## src/rtl/flag_basis_ctrl.sv

```systemverilog
// flag_basis_ctrl: sequences one flag-basis extraction.
//   IDLE -> LOAD -> UPDATE (num_qubit XOR-updates, one per row_valid)
//        -> [SCAN: num_qubit rotate-lefts, one per scan_ack] -> DONE -> IDLE
// Optional feature macro: FLAG_CTRL_SCAN_EN adds the SCAN state and its
// counter. Without it UPDATE goes straight to DONE and rotate is never issued.
// Flag op codes on load_update_flag: 0 load, 1 XOR-update, 2 rotate-left, 3 no-op.
module flag_basis_ctrl #(
  parameter int num_qubit = 4
) (
  input  logic                           clk,
  input  logic                           rst_new,
  input  logic                           start,
  input  logic                           en_q1,
  input  logic                           en_q2,
  input  logic                           row_valid,
  input  logic                           scan_ack,
  input  logic                           abort,
  output logic                           ld_flag_pos,
  output logic                           ld_flag_pos2,
  output logic [1:0]                     load_update_flag,
  output logic                           busy,
  output logic                           done,
  output logic [$clog2(num_qubit+1)-1:0] row_cnt
);

  localparam int CW = $clog2(num_qubit+1);
  localparam logic [CW-1:0] LAST = CW'(num_qubit - 1);

  localparam logic [1:0] OP_LOAD = 2'd0;
  localparam logic [1:0] OP_XOR  = 2'd1;
  localparam logic [1:0] OP_ROT  = 2'd2;
  localparam logic [1:0] OP_NOP  = 2'd3;

`ifdef FLAG_CTRL_SCAN_EN
  typedef enum logic [2:0] {S_IDLE, S_LOAD, S_UPDATE, S_SCAN, S_DONE} state_t;
`else
  typedef enum logic [2:0] {S_IDLE, S_LOAD, S_UPDATE, S_DONE} state_t;
`endif

  state_t        state_q;
  logic          act1_q, act2_q;
  logic [CW-1:0] row_cnt_q;
`ifdef FLAG_CTRL_SCAN_EN
  logic [CW-1:0] scan_cnt_q;
`else
  // scan_ack has no consumer when the scan phase is compiled out
  logic          unused_scan_ack;
  assign unused_scan_ack = scan_ack;
`endif

  // Sequencer: abort wins over everything (including a same-cycle start in IDLE)
  always_ff @(posedge clk or posedge rst_new) begin
    if (rst_new) begin
      state_q    <= S_IDLE;
      act1_q     <= 1'b0;
      act2_q     <= 1'b0;
      row_cnt_q  <= '0;
`ifdef FLAG_CTRL_SCAN_EN
      scan_cnt_q <= '0;
`endif
    end else if (abort) begin
      state_q <= S_IDLE;
    end else begin
      case (state_q)
        S_IDLE: if (start) begin
          act1_q    <= en_q1;
          act2_q    <= en_q2;
          row_cnt_q <= '0;
          // nothing to extract when both channels are off: report completion directly
          state_q   <= (en_q1 | en_q2) ? S_LOAD : S_DONE;
        end
        S_LOAD: begin
          row_cnt_q <= '0;
          state_q   <= S_UPDATE;
        end
        S_UPDATE: if (row_valid) begin
          row_cnt_q <= row_cnt_q + CW'(1);
          if (row_cnt_q == LAST) begin
`ifdef FLAG_CTRL_SCAN_EN
            scan_cnt_q <= '0;
            state_q    <= S_SCAN;
`else
            state_q    <= S_DONE;
`endif
          end
        end
`ifdef FLAG_CTRL_SCAN_EN
        // a full rotation of num_qubit steps restores the original flag order
        S_SCAN: if (scan_ack) begin
          scan_cnt_q <= scan_cnt_q + CW'(1);
          if (scan_cnt_q == LAST) state_q <= S_DONE;
        end
`endif
        S_DONE:  state_q <= S_IDLE;
        default: state_q <= S_IDLE;
      endcase
    end
  end

  // Flag-channel controls: decoded from state and same-cycle strobes
  always_comb begin
    load_update_flag = OP_NOP;
    ld_flag_pos      = 1'b0;
    ld_flag_pos2     = 1'b0;
    case (state_q)
      S_LOAD: begin
        load_update_flag = OP_LOAD;
        ld_flag_pos      = act1_q;
        ld_flag_pos2     = act2_q;
      end
      S_UPDATE: if (row_valid) begin
        load_update_flag = OP_XOR;
        ld_flag_pos      = act1_q;
        ld_flag_pos2     = act2_q;
      end
`ifdef FLAG_CTRL_SCAN_EN
      S_SCAN: if (scan_ack) begin
        load_update_flag = OP_ROT;
        ld_flag_pos      = act1_q;
        ld_flag_pos2     = act2_q;
      end
`endif
      default: ;
    endcase
    // an aborting cycle must not disturb the flag registers
    if (abort) begin
      ld_flag_pos  = 1'b0;
      ld_flag_pos2 = 1'b0;
    end
  end

  assign busy    = (state_q != S_IDLE);
  assign done    = (state_q == S_DONE) & ~abort;
  assign row_cnt = row_cnt_q;

endmodule

```

## config.mk

```make
export PLATFORM = sky130hd
export DESIGN_NAME = flag_basis_ctrl
export DESIGN_NICKNAME = d
export VERILOG_FILES = /design/src/rtl/flag_basis_ctrl.sv
export SDC_FILE = /design/constraint.sdc
export NUM_CORES = 1
export LEC_CHECK = 0
export BUFFER_PORTS_ARGS = -buffer_cell sky130_fd_sc_hd__buf_2
export CAP_MARGIN = 0
export CORE_AREA = 5 5 42 44
export CTS_BUF_LIST = sky130_fd_sc_hd__clkbuf_16
export DETAILED_ROUTE_END_ITERATION = 6
export DIE_AREA = 0 0 47 49
export GPL_TIMING_DRIVEN = 0
export PLACE_DENSITY_LB_ADDON = 0.2
export SYNTH_ARGS = -nofsm -noshare
export SYNTH_HDL_FRONTEND = slang
export SYNTH_SLANG_ARGS = --single-unit
export TNS_END_PERCENT = 20
```

## constraint.sdc

```tcl
create_clock -name clk -period 1.33 [get_ports clk]
set_input_delay 0.266 -clock clk [delete_from_list [all_inputs] [get_ports clk]]
set_output_delay 0.266 -clock clk [all_outputs]
set_load 0.03 [all_outputs]
```

==> results of run 1 <==
worst max-delay path, cell delays in order, from the launching register on:
cell and delay, ps:
dfrtp_2 430, inv_4 70, ha_4 260, nor3b_4 190, and2_4 170, buf_6 120
sequential cells by signal, indices dropped and copies added, names as in the netlist:
register	cells
state_q	2
act1_q	1
row_cnt	3
act2_q	1
cell type report:
cell class              instances  area [um2]
inverters                       7        31.3
repair buffers                 21         156
clock buffers                   3        75.1
flip-flops and latches          7         180
multi-input cells              38         427
well taps                      16        20.0
fillers                       117         508
clock inverters                 1        3.75
layout by cell type, fill, tap and decap left out, types with 2 or more instances in the layout:
cell	count
ha_4	3
buf_4	6
ha_2	3
dfrtp_1	3
clkbuf_16	3
dfrtp_2	4
and2_4	2
inv_1	5
ha_1	2
buf_6	5
buf_2	9
nand2b_4	2
mux2_2	2
nand2b_1	2
mux2i_1	2
nor2_1	3
inv_4	2
power by group:
part / switching [mW] / internal, mW / leakage (nW)
Clock: 0.103 / 0.390 / 0.0423
Sequential: 0.0893 / 0.297 / 0.0853
Combinational: 0.641 / 0.636 / 0.292
cells by family after synthesis:
kind of cell,after synthesis,share of synthesized area
AND/OR/NAND/NOR,20,0.250
flip-flops,7,0.327
buffers and inverters,7,0.0491
multiplexers,6,0.126
AO/OA/AOI/OAI,4,0.0607
adder cells (fa/ha/maj),8,0.187
synth_stat cells:
| cell | count |
|---|---|
| nand2b_1 | 3 |
| a311o_1 | 1 |
| dfrtp_1 | 7 |
| mux2_4 | 1 |
| mux2i_1 | 3 |
| a221oi_1 | 1 |
| nand3_1 | 1 |
| nor2_2 | 1 |
| nor3b_1 | 2 |
| nand2b_2 | 1 |
| nor2_1 | 3 |
| ha_1 | 8 |
| nor2b_1 | 1 |
| o21ai_2 | 1 |
| a21oi_1 | 1 |
| mux2_2 | 2 |
| nand3b_1 | 1 |
| nand2b_4 | 1 |
| and2b_2 | 1 |
| inv_1 | 7 |
| nand3_2 | 1 |
| nand4_1 | 1 |
| and2_1 | 2 |
| nand2_1 | 1 |
per-layer routing:
layer	GRT usage	vias to the layer above	routed length (um)
met5	0	-	0
met4	0.0276	0	0
met3	0.0480	0	80
met2	0.206	14	639
met1	0.138	219	461
li1	-	222	-
final timing paths:
| check | start | endpoint | slack (ps) | cells after the start |
|---|---|---|---|---|
| max in group asynchronous | rst_new | row_cnt[0] | 580 | 3 |
| max reg2reg | state_q[1] | row_cnt[0] | -120 | 5 |
| min | en_q2 | act2_q | 300 | 2 |
| min reg2reg | act2_q | act2_q | 510 | 1 |
| max | state_q[1] | ld_flag_pos2 | -400 | 5 |
| min in group asynchronous | rst_new | act2_q | 520 | 3 |
through the flow:
stage,std cells,setup slack (ps),utilization
3_5_place_dp,83,-334,0.502
6_report,93,-397,0.638
4_1_cts,93,-408,0.636
2_1_floorplan,52,-96.6,-
5_1_grt,93,-438,0.638
3_3_place_gp,83,-325,0.502
timing repair:
item,CTS,global route
setup endpoints to repair,11,11
gates resized for setup,18,1
hold endpoints to repair,7,0
pin swaps,6,1
cloned,0,0
buffers inserted,5,0
hold buffers,1,0
==> results by group, run 1 <==
Outcome
  – Run status: finished, violations left
  – Failing checks: setup timing

Synthesis
  – Synthesis-stage register bit count: 7
  – Largest area contributor in the netlist: dfrtp_1
  – Gate Count Post-Synth: 52
  – Syn nets: 68
  – Register area share after synthesis: 0.327
  – Synth cell types: 24
  – Post-Syn Area: 536 um2
  – Yosys top cell area share: 0.327
  – Ys Warns: 0
  – Top cells by area, synth: dfrtp_1 33%, ha_1 19%, mux2i_1 5.6%
  – Mean Syn Cell Area: 10.3 um2

CTS
  – Clock Sinks: 7
  – TritonCTS clock tree: yes
  – H-tree levels: 1
  – Root Buffer: clkbuf_16
  – Max Root-Sink Buffers: 2
  – Num CTS Buffers: 3
  – Clk_lat worst skew: 230 ps
  – CTS clock-pin slew for the worst setup and hold paths: 40 ps

Detailed routing
  – Residual DRC: 0
  – Vias: 455
  – Vias/cell: 4.89
  – Antenna viol nets, final: 0
  – Pre-antenna DRT Iters: 5
  – Total Wirelength: 1180 um
  – Wire per inst: 12.7 um
  – DRT iter0 DRCs: 1

STA
  – RSZ-0062 raised after global routing: true
  – Final setup margin: -397 ps
  – # setup viols final: 9
  – Top achievable clock speed: 579 MHz
  – Min Hold Slack: 296 ps
  – Pins Over Slew Limit: 0
  – Part of the cycle the worst path needs: 1.30
  – Worst Tran Pin Value: 272 ps
  – Final hold violation count: 0
  – Setup TNS Final: -1870 ps
  – Relative slew slack: 0.818
  – Clock Skew: 0.831 ps
  – Final Critical Period: 1730 ps

Place
  – Post-DP HPWL: 934 um
  – Placed inst area: 703 um2
  – Final GP Congestion: 0.718
  – IO buf count: 15

Run
  – Max-cap violations: 0

Power
  – Leak: 0.420 nW
  – PD cells: 2410 nW/um2
  – Max VDD drop: 0.00129 V
  – Total Power: 2.16 mW

Global route
  – Congestion Overflow GR: 0
  – Tot GR Track Use: 0.122
  – Largest net degree at the start of global routing: 8
  – First-pass GRT wire length: 2040 um
  – Vias in the first global route: 496
  – Initial antenna violation count: 0

Floorplanning
  – Num ports: 17
  – Die area: 2300 um2
  – Die Wd: 47 um
  – Initial core utilization: 0.382
  – Core ar.: 1400 um2
  – Row cnt: 14
  – DIE HEIGHT: 49 um

Cells and area
  – Antenna diode count: 0
  – Design area: 893 um2
  – Syn-to-layout area delta: 66.8%
  – Nets: 94
  – Ratio of cells with drive above 1 in the final layout: 0.662

Hold path
  – Min-Delay Path Class: input pin to flop

Worst setup path
  – WP data required: 1060 ps
  – WS Path Type: flop to output pin
  – CP Capture Type: output pin
  – WP data arrival: 1460 ps
  – Critical path fanouts, max: 4
  – Crit path launch type: flop
No activity file was read; power rests on OpenSTA's default activity.
==> run 2, diff against run 1 <==
--- a/config.mk
+++ b/config.mk
@@ -5,6 +5,7 @@
 export SDC_FILE = /design/constraint.sdc
 export NUM_CORES = 1
 export LEC_CHECK = 0
+export ABC_AREA = 1
 export BUFFER_PORTS_ARGS = -buffer_cell sky130_fd_sc_hd__buf_2
 export CAP_MARGIN = 0
 export CORE_AREA = 5 5 42 44
@@ -12,7 +13,7 @@
 export DETAILED_ROUTE_END_ITERATION = 6
 export DIE_AREA = 0 0 47 49
 export GPL_TIMING_DRIVEN = 0
-export PLACE_DENSITY_LB_ADDON = 0.2
+export PLACE_DENSITY = 0.68
 export SYNTH_ARGS = -nofsm -noshare
 export SYNTH_HDL_FRONTEND = slang
 export SYNTH_SLANG_ARGS = --single-unit
==> run 2 against run 1 <==
Effect of this change:
- maximum frequency is 3.3% higher
- critical path depth stayed put
- synthesized cell count is 35% higher
- largest cell class unchanged
- clock-buffer cell count stayed put
- global-route usage is 1.7 points higher
- the flow still finishes with violations (setup timing)
- critical path type unchanged
- wire length is 22% higher
- via count is 16% higher
==> results by group, run 2 <==
Floorplanning
  – Die area: 2300 um2 (unchanged)
  – DIE HEIGHT: 49 um (unchanged)
  – Initial core utilization: 0.381 (was 0.382)
  – Num ports: 17 (unchanged)
  – Core ar.: 1400 um2 (unchanged)
  – Row cnt: 14 (unchanged)
  – Die Wd: 47 um (unchanged)

Detailed routing
  – Residual DRC: 0 (unchanged)
  – Vias: 529 (was 455)
  – Wire per inst: 12.8 um (was 12.7 um)
  – Pre-antenna DRT Iters: 4 (was 5)
  – Total Wirelength: 1440 um (was 1180 um)
  – Vias/cell: 4.72 (was 4.89)
  – Antenna viol nets, final: 0 (unchanged)
  – DRT iter0 DRCs: 3 (was 1)

Power
  – Flop pwr share: 0.195 (was 0.179)
  – Clock network power share: 0.270 (was 0.229)
  – Total Power: 1.85 mW (was 2.16 mW)
  – Sw power: 733 uW (was 833 uW)
  – Comb pwr share: 0.535 (was 0.592)
  – Max VDD drop: 0.00132 V (was 0.00129 V)
  – Cell Int Power: 1.12 mW (was 1.32 mW)
  – Sw frac: 0.396 (was 0.386)
  – Leak: 0.471 nW (was 0.420 nW)
  – PD cells: 2050 nW/um2 (was 2410 nW/um2)

Synthesis
  – Synth cell types: 15 (was 24)
  – Syn nets: 86 (was 68)
  – Mean Syn Cell Area: 7.63 um2 (was 10.3 um2)
  – Simple-gate share of the synthesized area: 0.304 (was 0.250)
  – Synthesis-stage register bit count: 7 (unchanged)
  – Largest area contributor in the netlist: dfrtp_1 (unchanged)
  – Post-Syn Area: 534 um2 (was 536 um2)
  – EDFF count, synth: 0 (unchanged)
  – Post-synth top cells: 15 x inv_1, 14 x nand2_1, 8 x ha_1 (was 8 x ha_1, 7 x dfrtp_1, 7 x inv_1)
  – Mux cell area share after synthesis: 0 (was 0.126)
  – Synth Flop Type: dfrtp_1 (unchanged)
  – Register area share after synthesis: 0.328 (was 0.327)
  – Fraction of registers with async set/reset: 1.00 (unchanged)
  – Adder-Cell Fraction of Synth Area: 0.187 (about the same)
  – Post-Synth XOR/XNOR Area: 0 (unchanged)
  – Largest family of logic cells by synthesized area: simple AND/OR/NAND/NOR gates (unchanged)
  – Compound-cell area share of the yosys netlist: 0.0656 (was 0.0607)
  – Gate Count Post-Synth: 70 (was 52)
  – Top cells by area, synth: dfrtp_1 33%, ha_1 19%, inv_1 11% (was dfrtp_1 33%, ha_1 19%, mux2i_1 5.6%)
  – Yosys top cell area share: 0.328 (was 0.327)
  – Ys Warns: 0 (unchanged)
  – Top-count cell post-synth: inv_1 (was ha_1)

Cells and area
  – Core Util, Final: 0.646 (was 0.638)
  – Nets: 113 (was 94)
  – Syn-to-layout area delta: 69.3% (was 66.8%)
  – Number of flip-flops under the largest register name: 3 (unchanged)
  – Multi-input logic area: 398 um2 (was 427 um2)
  – Fillers: 123 (was 117)
  – Post-Layout Cell Count: 112 (was 93)
  – Most frequent cells in the layout: 12 x inv_1, 12 x nand2_1, 9 x buf_2 (was 9 x buf_2, 6 x buf_4, 5 x inv_1, 5 x buf_6, 4 x dfrtp_2)
  – Ratio of cells with drive above 1 in the final layout: 0.490 (was 0.662)
  – Antenna diode count: 0 (unchanged)
  – Register area: 178 um2 (was 180 um2)

Place
  – Placed cell count: 101 (was 83)
  – Final GP Congestion: 0.786 (was 0.718)
  – Place WS: -202 ps (was -334 ps)
  – Post-DP HPWL: 941 um (was 934 um)
  – IO buf count: 15 (unchanged)

Global route
  – Initial antenna violation count: 0 (unchanged)
  – Tot GR Track Use: 0.139 (was 0.122)
  – Largest net degree at the start of global routing: 8 (unchanged)
  – Congestion Overflow GR: 0 (unchanged)
  – Vias in the first global route: 565 (was 496)
  – First-pass GRT wire length: 2310 um (was 2040 um)

STA
  – Part of the cycle the worst path needs: 1.26 (was 1.30)
  – Pins Over Slew Limit: 0 (unchanged)
  – RSZ-0062 raised after global routing: true (unchanged)
  – Final Critical Period: 1670 ps (was 1730 ps)
  – Final setup margin: -342 ps (was -397 ps)
  – Top achievable clock speed: 598 MHz (was 579 MHz)
  – # setup viols final: 6 (was 9)
  – Worst Tran Pin Value: 285 ps (was 272 ps)
  – Relative slew slack: 0.810 (was 0.818)
  – Clock Skew: 1.17 ps (was 0.831 ps)
  – Final hold violation count: 0 (unchanged)

Outcome
  – Run status: finished, violations left (unchanged)
  – Failing checks: setup timing (unchanged)

Worst setup path
  – Critical path fanouts, max: 4 (unchanged)
  – CP Capture Type: output pin (unchanged)
  – WP data required: 1060 ps (about the same)
  – Crit path launch type: flop (unchanged)
  – WP data arrival: 1410 ps (was 1460 ps)
  – WS Path Type: flop to output pin (unchanged)

Hold path
  – Min-Delay Path Class: input pin to flop (unchanged)

CTS
  – Max Root-Sink Buffers: 2 (unchanged)
  – CTS clock-pin slew for the worst setup and hold paths: 40 ps (about the same)
  – Clk_lat worst skew: 230 ps (about the same)
  – Clock Sinks: 7 (unchanged)
  – Root Buffer: clkbuf_16 (unchanged)
  – TritonCTS clock tree: yes (unchanged)
  – H-tree levels: 1 (unchanged)
  – Num CTS Buffers: 3 (unchanged)

Run
  – Max-cap violations: 0 (unchanged)
==> run 2: layout make-up <==
type / count / area share
clock buffer: 3 / 0.0830
clock inverter: 1 / 0.00415
inverter: 16 / 0.0733
multi-input combinational: 47 / 0.440
sequential: 7 / 0.196
tap: 16 / 0.0221
timing repair buffer: 22 / 0.181
==> run 2: layer usage <==
layer	track usage	up-vias	wire, um
li1	-	267	-
met4	0.0599	0	23
met3	0.0590	4	47
met2	0.235	12	817
met1	0.141	246	547
met5	0	-	0
==> run 2: metrics by stage <==
stage          TNS, ps  area, um2  hold WS, ps
4_1_cts          -1360        851          323
2_1_floorplan     -262        598         69.3
5_1_grt          -1660        905          342
6_report         -1330        905          322
3_3_place_gp      -520        693          211
3_5_place_dp      -531        693          219
==> run 2: final timing paths <==
kind | startpoint | end | slack (ps) | depth (start not counted)
worst max-delay path | state_q[0] | ld_flag_pos | -340 | 5
worst min-delay path | en_q1 | act1_q | 320 | 3
worst max register to register | state_q[0] | row_cnt[2] | 0 | 6
worst min register to register | act1_q | act1_q | 500 | 2
max in group asynchronous | rst_new | state_q[1] | 570 | 3
min in group asynchronous | rst_new | row_cnt[0] | 520 | 3
==> run 2: cell families (layout without fill, tap and decap cells) <==
kind of cell	Yosys count	count (layout)
AO/OA/AOI/OAI	7	7
buffers and inverters	16	42
adder cells (fa/ha/maj)	8	8
flip-flops	7	7
AND/OR/NAND/NOR	32	32
==> run 2: what timing repair did <==
action	4_1_cts	5_1_grt
setup buffers	2	4
endpoints found under the hold margin	7	0
pin swaps	0	7
resized for setup	17	6
hold buffers	1	0
endpoints found under the setup margin	6	11
==> run 2: worst max-delay path, cell delays in order, from the launching register on <==
cell and delay (ps):
dfrtp_2 440, buf_4 150, ha_4 170, a21oi_4 200, nor3b_4 70, buf_6 140
==> run 2: power groups by stage <==
stage | registers (mW) | clock network [mW] | logic [mW]
2_1_floorplan | 0.379 | 0 | 0.555
3_3_place_gp | 0.353 | 0 | 0.736
3_5_place_dp | 0.355 | 0 | 0.749
4_1_cts | 0.362 | 0.507 | 0.893
5_1_grt | 0.368 | 0.519 | 1.08
6_report | 0.361 | 0.501 | 0.991
==> run 3, diff against run 2 <==
--- a/config.mk
+++ b/config.mk
@@ -13,7 +13,7 @@
 export DETAILED_ROUTE_END_ITERATION = 6
 export DIE_AREA = 0 0 47 49
 export GPL_TIMING_DRIVEN = 0
-export PLACE_DENSITY = 0.68
+export PLACE_DENSITY = 0.72
 export SYNTH_ARGS = -nofsm -noshare
 export SYNTH_HDL_FRONTEND = slang
 export SYNTH_SLANG_ARGS = --single-unit
==> run 3 against run 2 <==
Effect of this change:
- largest cell class unchanged
- critical path type unchanged
- the flow still finishes with violations (setup timing)
- critical path depth unchanged
- largest power group unchanged
- wire length is 15% lower
- worst setup slack got worse by 16 ps
- first-iteration DRC count unchanged
- clock-buffer cell count is the same
==> results by group, run 3 (same netlist as run 2, synthesis figures left out) <==
Outcome
  – Run status: finished, violations left (unchanged)
  – Failing checks: setup timing (unchanged)

STA
  – Final hold violation count: 0 (unchanged)
  – Final Critical Period: 1690 ps (was 1670 ps)
  – Part of the cycle the worst path needs: 1.27 (was 1.26)
  – Pins Over Slew Limit: 0 (unchanged)
  – Relative slew slack: 0.818 (was 0.810)
  – RSZ-0062 raised after global routing: true (unchanged)
  – Clock Skew: 2.63 ps (was 1.17 ps)
  – Final setup margin: -357 ps (was -342 ps)
  – Worst Tran Pin Value: 273 ps (was 285 ps)
  – Min Hold Slack: 303 ps (was 322 ps)
  – Top achievable clock speed: 593 MHz (was 598 MHz)
  – # setup viols final: 6 (unchanged)
  – Setup TNS Final: -1290 ps (was -1330 ps)

Worst setup path
  – CP Capture Type: output pin (unchanged)
  – WP data arrival: 1420 ps (was 1410 ps)
  – Crit path launch type: flop (unchanged)
  – WP data required: 1060 ps (about the same)
  – WS Path Type: flop to output pin (unchanged)
  – Critical path fanouts, max: 5 (was 4)

Global route
  – First-pass GRT wire length: 1990 um (was 2310 um)
  – Initial antenna violation count: 0 (unchanged)
  – Largest net degree at the start of global routing: 8 (unchanged)
  – Vias in the first global route: 490 (was 565)
  – Congestion Overflow GR: 0 (unchanged)
  – Tot GR Track Use: 0.119 (was 0.139)

CTS
  – H-tree levels: 1 (unchanged)
  – Root Buffer: clkbuf_16 (unchanged)
  – TritonCTS clock tree: yes (unchanged)
  – Max Root-Sink Buffers: 2 (unchanged)
  – Num CTS Buffers: 3 (unchanged)
  – CTS clock-pin slew for the worst setup and hold paths: 40 ps (about the same)
  – Clock Sinks: 7 (unchanged)
  – Clk_lat worst skew: 230 ps (about the same)

Cells and area
  – Antenna diode count: 0 (unchanged)
  – Most common cell after layout, fill and taps aside: nand2_1
  – Most frequent cells in the layout: 13 x nand2_1, 12 x inv_1, 9 x buf_2 (was 12 x inv_1, 12 x nand2_1, 9 x buf_2)
  – Syn-to-layout area delta: 61.1% (was 69.3%)
  – Nets: 110 (was 113)
  – Fillers: 128 (was 123)
  – Number of flip-flops under the largest register name: 3 (unchanged)
  – Ratio of cells with drive above 1 in the final layout: 0.452 (was 0.490)

Floorplanning
  – Die Wd: 47 um (unchanged)
  – Core ar.: 1400 um2 (unchanged)
  – DIE HEIGHT: 49 um (unchanged)
  – Die area: 2300 um2 (unchanged)
  – Num ports: 17 (unchanged)
  – Initial core utilization: 0.381 (unchanged)
  – Row cnt: 14 (unchanged)

Place
  – Post-DP HPWL: 918 um (was 941 um)
  – IO buf count: 15 (unchanged)
  – Final GP Congestion: 0.821 (was 0.786)

Power
  – Leak: 0.452 nW (was 0.471 nW)
  – Total Power: 1.76 mW (was 1.85 mW)
  – Max VDD drop: 0.000828 V (was 0.00132 V)
  – PD cells: 2040 nW/um2 (was 2050 nW/um2)

Detailed routing
  – Vias: 506 (was 529)
  – Wire per inst: 11.2 um (was 12.8 um)
  – Pre-antenna DRT Iters: 2 (was 4)
  – DRT iter0 DRCs: 3 (unchanged)
  – Residual DRC: 0 (unchanged)
  – Vias/cell: 4.64 (was 4.72)
  – Total Wirelength: 1220 um (was 1440 um)
  – Antenna viol nets, final: 0 (unchanged)

Run
  – Max-cap violations: 0 (unchanged)

Hold path
  – Min-Delay Path Class: input pin to flop (unchanged)
run 3: metal layers:
layer  vias up  global-route usage  part of all wire
met5         -                   0                 0
met4         0              0.0553             0.022
met3         2              0.0111             0.028
met2        10               0.206              0.55
met1       232               0.138              0.40
li1        262                   -                 -
run 3: stage by stage:
| stage | instance area, um2 | setup WS, ps | util | std cells |
|---|---|---|---|---|
| 2_1_floorplan | 598 | -102 | - | 70 |
| 3_3_place_gp | 693 | -196 | 0.495 | 101 |
| 3_5_place_dp | 693 | -181 | 0.495 | 101 |
| 4_1_cts | 858 | -357 | 0.613 | 109 |
| 5_1_grt | 861 | -409 | 0.614 | 109 |
| 6_report | 861 | -357 | 0.614 | 109 |
run 3: repair_timing:
action,in CTS,in global routing
pin swaps,1,2
gates cloned,0,0
buffers inserted,3,0
endpoints found under the setup margin,6,11
gates resized for setup,17,1
hold buffers,1,0
endpoints found under the hold margin,7,0
run 3: path summary, 6_finish.rpt:
check	startpoint	end	slack, ps	cells after the start
setup / recovery	state_q[1]	ld_flag_pos2	-360	5
hold / removal	en_q2	act2_q	300	3
setup reg to reg	state_q[0]	row_cnt[0]	20	6
hold reg to reg	act2_q	act2_q	500	2
max in group asynchronous	rst_new	state_q[0]	580	3
min in group asynchronous	rst_new	row_cnt[1]	520	3
run 3: worst max-delay path, cell delays in order, from the launching register on:
cell and delay, ps:
dfrtp_2 440, inv_4 70, ha_4 280, nand2_4 70, nor3b_4 180, buf_6 150
run 3: cell type report:
type	instances	area, um2	share of cell area
clock inverters	1	3.75	0.00436
repair buffers	19	138	0.160
multi-input cells	47	383	0.445
clock buffers	3	75.1	0.0872
flip-flops and latches	7	178	0.206
inverters	16	63.8	0.0741
well taps	16	20.0	0.0233
run 3: power by group:
group / switching [mW] / leakage [nW] / internal (mW)
clock: 0.120 / 0.0423 / 0.392
sequential: 0.0676 / 0.0898 / 0.285
combinational: 0.500 / 0.320 / 0.393
